### config.mk
export PLATFORM = sky130hd
export DESIGN_NAME = regfile_wr_arbiter
export DESIGN_NICKNAME = d
export VERILOG_FILES = /design/src/rtl/regfile_wr_arbiter.sv
export SDC_FILE = /design/constraint.sdc
export NUM_CORES = 1
export LEC_CHECK = 0
export CORE_ASPECT_RATIO = 1.4
export CORE_UTILIZATION = 39
export CTS_CLUSTER_DIAMETER = 30
export DETAILED_ROUTE_END_ITERATION = 10
export PLACE_DENSITY_LB_ADDON = 0.08
export SLEW_MARGIN = 20
export SYNTH_ARGS = -nofsm -noshare
export SYNTH_HDL_FRONTEND = slang
export SYNTH_SLANG_ARGS = --single-unit
### constraint.sdc
create_clock -name i_clk -period 9.96 [get_ports i_clk]
set_input_delay 2.988 -clock i_clk [delete_from_list [all_inputs] [get_ports i_clk]]
set_output_delay 2.988 -clock i_clk [all_outputs]
set_load 0.02 [all_outputs]
### src/rtl/regfile_wr_arbiter.sv
// Shares the register-file write port between requester A (execute) and B (load) through
// per-requester FIFOs, a round-robin drain and a read-after-write hazard check for decode.
module regfile_wr_arbiter #(
    parameter int unsigned DATA_W     = 64,
    parameter int unsigned ADDR_W     = 5,
    parameter int unsigned ZERO_REG   = 31,
    parameter int unsigned FIFO_DEPTH = 2
) (
    input  logic              i_clk,
    input  logic              i_reset_n,
    input  logic              i_a_valid,
    output logic              o_a_ready,
    input  logic [ADDR_W-1:0] i_a_addr,
    input  logic [DATA_W-1:0] i_a_data,
    input  logic              i_b_valid,
    output logic              o_b_ready,
    input  logic [ADDR_W-1:0] i_b_addr,
    input  logic [DATA_W-1:0] i_b_data,
    output logic              o_we3,
    output logic [ADDR_W-1:0] o_wa3,
    output logic [DATA_W-1:0] o_wd3,
    input  logic [ADDR_W-1:0] i_chk_addr1,
    input  logic [ADDR_W-1:0] i_chk_addr2,
    output logic              o_raw_stall,
    output logic              o_busy
);

    localparam int unsigned PTR_W = (FIFO_DEPTH > 1) ? $clog2(FIFO_DEPTH) : 1;
    localparam int unsigned CNT_W = PTR_W + 1;
    localparam logic [ADDR_W-1:0] ZeroAddr = ADDR_W'(ZERO_REG);

    // Index 0 is requester A, index 1 is requester B.
    logic [ADDR_W-1:0] r_addr [2][FIFO_DEPTH];
    logic [DATA_W-1:0] r_data [2][FIFO_DEPTH];
    logic [PTR_W-1:0]  r_wptr [2];
    logic [PTR_W-1:0]  r_rptr [2];
    logic [CNT_W-1:0]  r_cnt  [2];
    logic              r_rr;
    logic              r_we3;
    logic [ADDR_W-1:0] r_wa3;
    logic [DATA_W-1:0] r_wd3;

    logic [1:0]        w_in_valid;
    logic [ADDR_W-1:0] w_in_addr [2];
    logic [DATA_W-1:0] w_in_data [2];
    logic [1:0]        w_ready;
    logic [1:0]        w_push;
    logic [1:0]        w_nempty;
    logic [1:0]        w_pop;
    logic [ADDR_W-1:0] w_head_addr;
    logic [DATA_W-1:0] w_head_data;
    logic              w_hit;

    always_comb begin
        w_in_valid   = {i_b_valid, i_a_valid};
        w_in_addr[0] = i_a_addr;
        w_in_addr[1] = i_b_addr;
        w_in_data[0] = i_a_data;
        w_in_data[1] = i_b_data;
        for (int s = 0; s < 2; s++) begin
            // Ready looks only at the registered count, never at this cycle's pop.
            w_ready[s]  = (r_cnt[s] != CNT_W'(FIFO_DEPTH));
            w_push[s]   = w_in_valid[s] & w_ready[s] & (w_in_addr[s] != ZeroAddr);
            w_nempty[s] = (r_cnt[s] != '0);
        end
        if (&w_nempty) begin
            w_pop = r_rr ? 2'b10 : 2'b01;
        end else begin
            w_pop = w_nempty;
        end
        if (w_pop[1]) begin
            w_head_addr = r_addr[1][r_rptr[1]];
            w_head_data = r_data[1][r_rptr[1]];
        end else begin
            w_head_addr = r_addr[0][r_rptr[0]];
            w_head_data = r_data[0][r_rptr[0]];
        end
    end

    always_ff @(posedge i_clk) begin
        for (int s = 0; s < 2; s++) begin
            if (w_push[s]) begin
                r_addr[s][r_wptr[s]] <= w_in_addr[s];
                r_data[s][r_wptr[s]] <= w_in_data[s];
            end
        end
    end

    always_ff @(posedge i_clk or negedge i_reset_n) begin
        if (!i_reset_n) begin
            for (int s = 0; s < 2; s++) begin
                r_wptr[s] <= '0;
                r_rptr[s] <= '0;
                r_cnt[s]  <= '0;
            end
            r_rr  <= 1'b0;
            r_we3 <= 1'b0;
            r_wa3 <= '0;
            r_wd3 <= '0;
        end else begin
            for (int s = 0; s < 2; s++) begin
                if (w_push[s]) r_wptr[s] <= r_wptr[s] + PTR_W'(1);
                if (w_pop[s])  r_rptr[s] <= r_rptr[s] + PTR_W'(1);
                r_cnt[s] <= r_cnt[s] + CNT_W'(w_push[s]) - CNT_W'(w_pop[s]);
            end
            if (&w_nempty) r_rr <= ~r_rr;
            r_we3 <= |w_pop;
            if (|w_pop) begin
                r_wa3 <= w_head_addr;
                r_wd3 <= w_head_data;
            end
        end
    end

    // Popped entries have left the FIFO, so the one on wa3 is naturally excluded.
    always_comb begin
        w_hit = 1'b0;
        for (int s = 0; s < 2; s++) begin
            for (int i = 0; i < FIFO_DEPTH; i++) begin
                logic [PTR_W-1:0] w_off;
                w_off = PTR_W'(i) - r_rptr[s];
                if (({1'b0, w_off} < r_cnt[s]) &&
                    (((r_addr[s][i] == i_chk_addr1) && (i_chk_addr1 != ZeroAddr)) ||
                     ((r_addr[s][i] == i_chk_addr2) && (i_chk_addr2 != ZeroAddr)))) begin
                    w_hit = 1'b1;
                end
            end
        end
    end

    assign o_a_ready   = w_ready[0];
    assign o_b_ready   = w_ready[1];
    assign o_we3       = r_we3;
    assign o_wa3       = r_wa3;
    assign o_wd3       = r_wd3;
    assign o_raw_stall = w_hit;
    assign o_busy      = (|w_nempty) | r_we3;

endmodule
* Word level (Yosys, flattened, before mapping) *
Memories as Yosys holds them, arrays and structs flattened.
Cells that the tools add are included.

storage, ports and cells
  register bits after elaboration = 79
  latch bits = 0
  memory bits (writable) = 276
  ROM bits = 0
  input bits = 152
  logic and storage cells = 115
  memories kept = 2

memories
  name    depth  width  rd ports  clocked after memory_dff  write ports  RTL line  source
  r_data  2      128    2         0                         2            34        logic [DATA_W-1:0] r_data [2][FIFO_DEPTH];
  r_addr  2      10     2         0                         2            33        logic [ADDR_W-1:0] r_addr [2][FIFO_DEPTH];

operators by class
  add/subtract/negate cells = 12
  $mul = 0
  div/mod/pow operators = 0
  order comparisons = 10
  equal/unequal tests = 14
  shifts and indexed selects = 0
  muxes and demuxes = 34
  bitwise operators = 10
  reductions and logical operators = 23

operators by type and width
  kind                                                                   count
  64-bit two-way mux                                                     9
  128-bit two-way mux                                                    2
  64-bit demux with 1-bit select                                         2
  5-bit two-way mux                                                      9
  5-bit == test                                                          8
  10-bit two-way mux                                                     2
  5-bit inequality test (second input constant)                          4
  1-bit logical AND                                                      14
  5-bit demux with 1-bit select                                          2
  2-bit >= comparator (second input constant)                            4
  1-bit by 2-bit < comparator with 1-bit output                          4
  1-bit inverter with 2-bit output                                       4
  1-bit two-way mux                                                      6
  1-bit adder (second input constant)                                    4
  2-bit by 1-bit adder with 2-bit output                                 2
  1-bit AND                                                              4
  1-bit logical OR                                                       4
  2-bit by 1-bit < comparator with 1-bit output (second input constant)  2
  2-bit two-way mux                                                      2
  2-bit inequality test (second input constant)                          2
  2-bit nonzero test                                                     2
  2-bit OR reduction                                                     2
  1-bit subtractor (first input constant)                                4
  2-bit by 1-bit subtractor with 2-bit output                            2
  other kinds (3)                                                        3

* Logic depth before layout (Yosys ltp) *
  depth in word-level cells = 8
  gate-level depth with buffers = 10

* Worst setup path before layout *
OpenSTA, ideal clock, no wires.

  kind = input-to-output
  start = in i_chk_addr2[3]
  end = out o_raw_stall
  arrival time = 4104 ps
  required time = 6972 ps
  slack = 2868 ps
  stages = 7
  path through = buf_4 nand2_4 nor2_2 or4_4 o21ai_2 o211ai_1 nand4_1

on the way
  cells in the longest elaborated chain, start to end = 8
  elaborated cells on any way between the ends = 21
  those cells by class = eq/ne (5); mux (4); reduce/logical (12)

RTL lines
  what                                                           RTL line  source
  from (decl)                                                    23        input logic [ADDR_W-1:0] i_chk_addr2,
  5-bit == test / 5-bit inequality test (equally long branches)  124       ((r_addr[s][i] == i_chk_addr2) && (i_chk_addr2 != ZeroAddr)))) begin
  1-bit logical AND                                              124
  1-bit logical OR                                               123       (((r_addr[s][i] == i_chk_addr1) && (i_chk_addr1 != ZeroAddr)) ||
  1-bit logical AND                                              122       if (({1'b0, w_off} < r_cnt[s]) &&
  1-bit two-way mux (3 in series)                                122
  1-bit two-way mux *                                            122
  to (decl)                                                      24        output logic o_raw_stall,

Every way passes the cells marked *; elsewhere a longest branch is shown, timed or not.

* Worst setup path after layout *
Ends and elaborated chain as after synthesis.

==> metrics.md <==
| Metric | Value |
|---|---|
| Setup crit start | i_chk_addr2[3] |
| HP Class | flip-flop to flip-flop |
| Most frequent cells in the layout | edfxtp_1, clkdlybuf4s50_1, dfrtp_1 |
| Antenna Nets Post-Route | 0 |
| Share of layout cells above drive strength 1 | between 15 and 20% |
| Drt via density | between 4 and 5 |
| Hold path cells | 2 |
| Via count | slightly above 8000 |
| Post-DP HPWL | 20.5 mm |
| Setup Total Neg Slack | 0 ns |
| Fillers | 3096 |
| Main synth FF type | edfxtp_1 |
| Crit-path cells | clkdlybuf4s50_1 > xnor2_1 > nand3_1 > or4_4 > o21ai_2 > o211ai_1 > nand4_1 > clkdlybuf4s50_1 |
| RSZ-0062 raised after global routing | no |
| GP Congestion | approximately 0.84 |
| Placement Setup Slack | 1.65 ns |
| Post-CTS sizing | 0 |
| Final net count | 1333 |
| Count of cell types in the netlist | 34 |
| Hold path start | o_wd3[55] |
| Die ar. | 0.0370 mm² |
| Cell area power density | 330 mW/mm² |
| Status | finished, final reports clean |
| Post-synth ARST share | roughly 22% |
| Core area | 0.0357 mm² |
| Die width | 163 µm |
| Most common cell after layout, fill and taps aside | edfxtp_1 |
| Initial DRC Count | 357 |
| Worst Tran Pin Value | 1.02 ns |
| M3 GR Usage | 4.14% |
| Post-Route WL | between 30 and 40 mm |
| Starting Density | 39.6% |
| Reg2reg path depth | 7 |
| Vias in the first global route | 8791 |
| Seq/Total Area, Yosys | 72.6% |
| Yosys warns | 0 |
| Leak pwr | ~0.0067 µW |
| DIE HEIGHT | 227 µm |
| Number of synthesized flops with an enable pin | 276 |
| Crit path buf inv count | 2 |
| CP max-delay cell | clkdlybuf4s50_1 |
| R2R setup slack | 7.01 ns |
| Setup ws final | 1.67 ns |
| CTS Buf Count | 57 |
| Initial antenna violation count | 2 |
| 1st-pass router iterations | 4 |
| Post-CTS setup repair buffer count | 0 |
| Final Hold Fails | 0 |
| CP endpoint kind | primary output |
| Fmax | 121 MHz |
| Multi-input combinational cell area | 0.00351 mm² |
| Final Max Slew Viols | 0 |
| Fin crit share | 83.2% |
| First-pass GRT wire length | 50.0 mm |
| Post-synthesis cell count | around 940 |
| Tmin final | slightly above 8 ns |
| Top Usage Layer GRT | met2 |
| Syn_area_per_cell | 15.1 µm² |
| CTS tree | yes |
| Maximum number of pins on one net before global-route repair | 74 |
| I/O pins | 226 |
| Max FO, Critical Path | 5 |
| DRC | 0 |
| Worst EP arrival | ~5.3 ns |
| FF-to-FF End | o_wd3[0] |
| Met2 Use GR | 33.1% |
| Hold buffer count at cts | 0 |
| Setup Skew | roughly 0.013 ns |
| Total GRT Usage | a little under a fifth |
| #FFs+latches synth | 355 |
| Max incr delay on CP | 0.70 ns |
| WHS Endpoint | o_wd3[55] |
| Sequential Area | around 0.01 mm² |
| Relative slew slack | 31.7% |
| Startpoint Class | primary input |
| Number of H-tree levels | 2 |
| Post-synth net total | 1091 |
| Mapped Area | 0.0141 mm² |
| Met1 Track Usage GR | 20.6% |
| Area delta synth->final | 32.0% |
| CP delay by family, top | buffers and inverters |
| Clock Latency Late Sink | 0.57 ns |
| Clock Pin Slew Worst Setup and Hold Paths | 0.05 ns |
| Drt wl/cell | 19.4 µm |
| GR Overflow Total | 0 |
| R2R Path Start | r_cnt[3] |
| IO buf count | 225 |
| Max Cap Violations | 0 |
| Core Rows | 82 |
| Worst EP required | 6.97 ns |
| Clock buffer depth | 3 |
| Clk root buf | clkbuf_16 |
| Most frequent CP cell | clkdlybuf4s50_1 |
| Final setup vio count | 0 |
| CTS Sinks | 355 |
| Crit Path Class | primary input to primary output |
| Worst vdd rail ir drop | 0.000168 V |
==> logic make-up after synthesis <==
| kind of cell | synth area share (%) |
|---|---|
| and+or+nand+nor | 5.11 |
| buffers and inverters | 2.82 |
| muxes | 10.4 |
| AOI/OAI and AO/OA | 5.66 |
| xor gates and xnor gates | 3.04 |
| adders and majority gates | 0.354 |
| DFF | 72.6 |
==> Yosys cell counts, drive strengths merged (2+ instances only) <==
library cell  instances  share of area (%)
mux2                 69                5.5
o211ai                4               0.21
dfrtp                79                 14
nand3                10               0.39
clkbuf                6               0.19
xor2                  9               0.56
o311ai                2               0.12
a21oi                70                2.5
nor3                  3               0.14
o31ai                 2               0.11
nor2                 75                2.0
nand4                 4               0.18
inv                   6               0.16
ha                    4               0.35
nand2b                3               0.13
o21ai                74                2.7
buf                  50                2.5
mux2i                69                4.9
nand2                76                2.1
xnor2                40                2.5
edfxtp              276                 59
==> layout make-up <==
type	instances	share of cell area (%)
clock inverters	45	2.06
repair buffers	239	12.7
inverters	6	0.121
diodes	2	0.0268
multi-input cells	518	18.8
clock buffers	63	8.10
well taps	462	3.10
flip-flops and latches	355	55.0
==> metrics by stage <==
step	hold WS (ns)	cells	power [µW]	instance area, µm²	utilization, %
finish	0.479	1690	6160	18700	52.3
global route	0.507	1690	6520	18700	52.3
CTS	0.486	1687	6260	18600	52.2
detailed placement	0.474	1579	4340	16700	46.9
global placement	0.466	1579	4310	16700	46.9
floorplan	0.468	935	3610	14100	-
==> worst register-to-register path: stages, from the launching register on <==
cell and delay (ns):
dfrtp_1 0.49, nor2_1 0.14, o21ai_4 0.43, buf_4 0.64, buf_4 0.73, nor2_1 0.15, a21oi_1 0.16, o21ai_1 0.08
==> sequential cells by signal (all words and copies together) (netlist names) <==
name / cells
r_addr: 20
o_wd3: 64
o_wa3: 5
r_cnt: 4
r_rr: 1
r_rptr: 2
r_data: 256
o_we3: 1
r_wptr: 2
==> how the worst max path moves through the flow <==
stage                        to  slack, ns  cells past startpoint
floorplan           o_raw_stall       2.87                      7
global placement    o_raw_stall       1.67                      8
detailed placement  o_raw_stall       1.65                      8
CTS                 o_raw_stall       1.64                      8
global route        o_raw_stall       1.51                      8
finish              o_raw_stall       1.67                      8
==> where the power goes <==
part	total, µW	leakage [µW]	switching [µW]	internal (µW)
registers	2330	0.00350	242	2090
clock network	1900	0.000912	694	1200
logic	1940	0.00228	1090	844
==> per-layer routing <==
metal,vias to the layer above,routed length [µm],share of wire [%]
met5,-,0,0
met1,3937,12600,38
met3,63,1910,5.8
met4,0,988,3.0
met2,240,17300,53
li1,3922,-,-
Note: power is estimated with default switching activity, not from simulation.
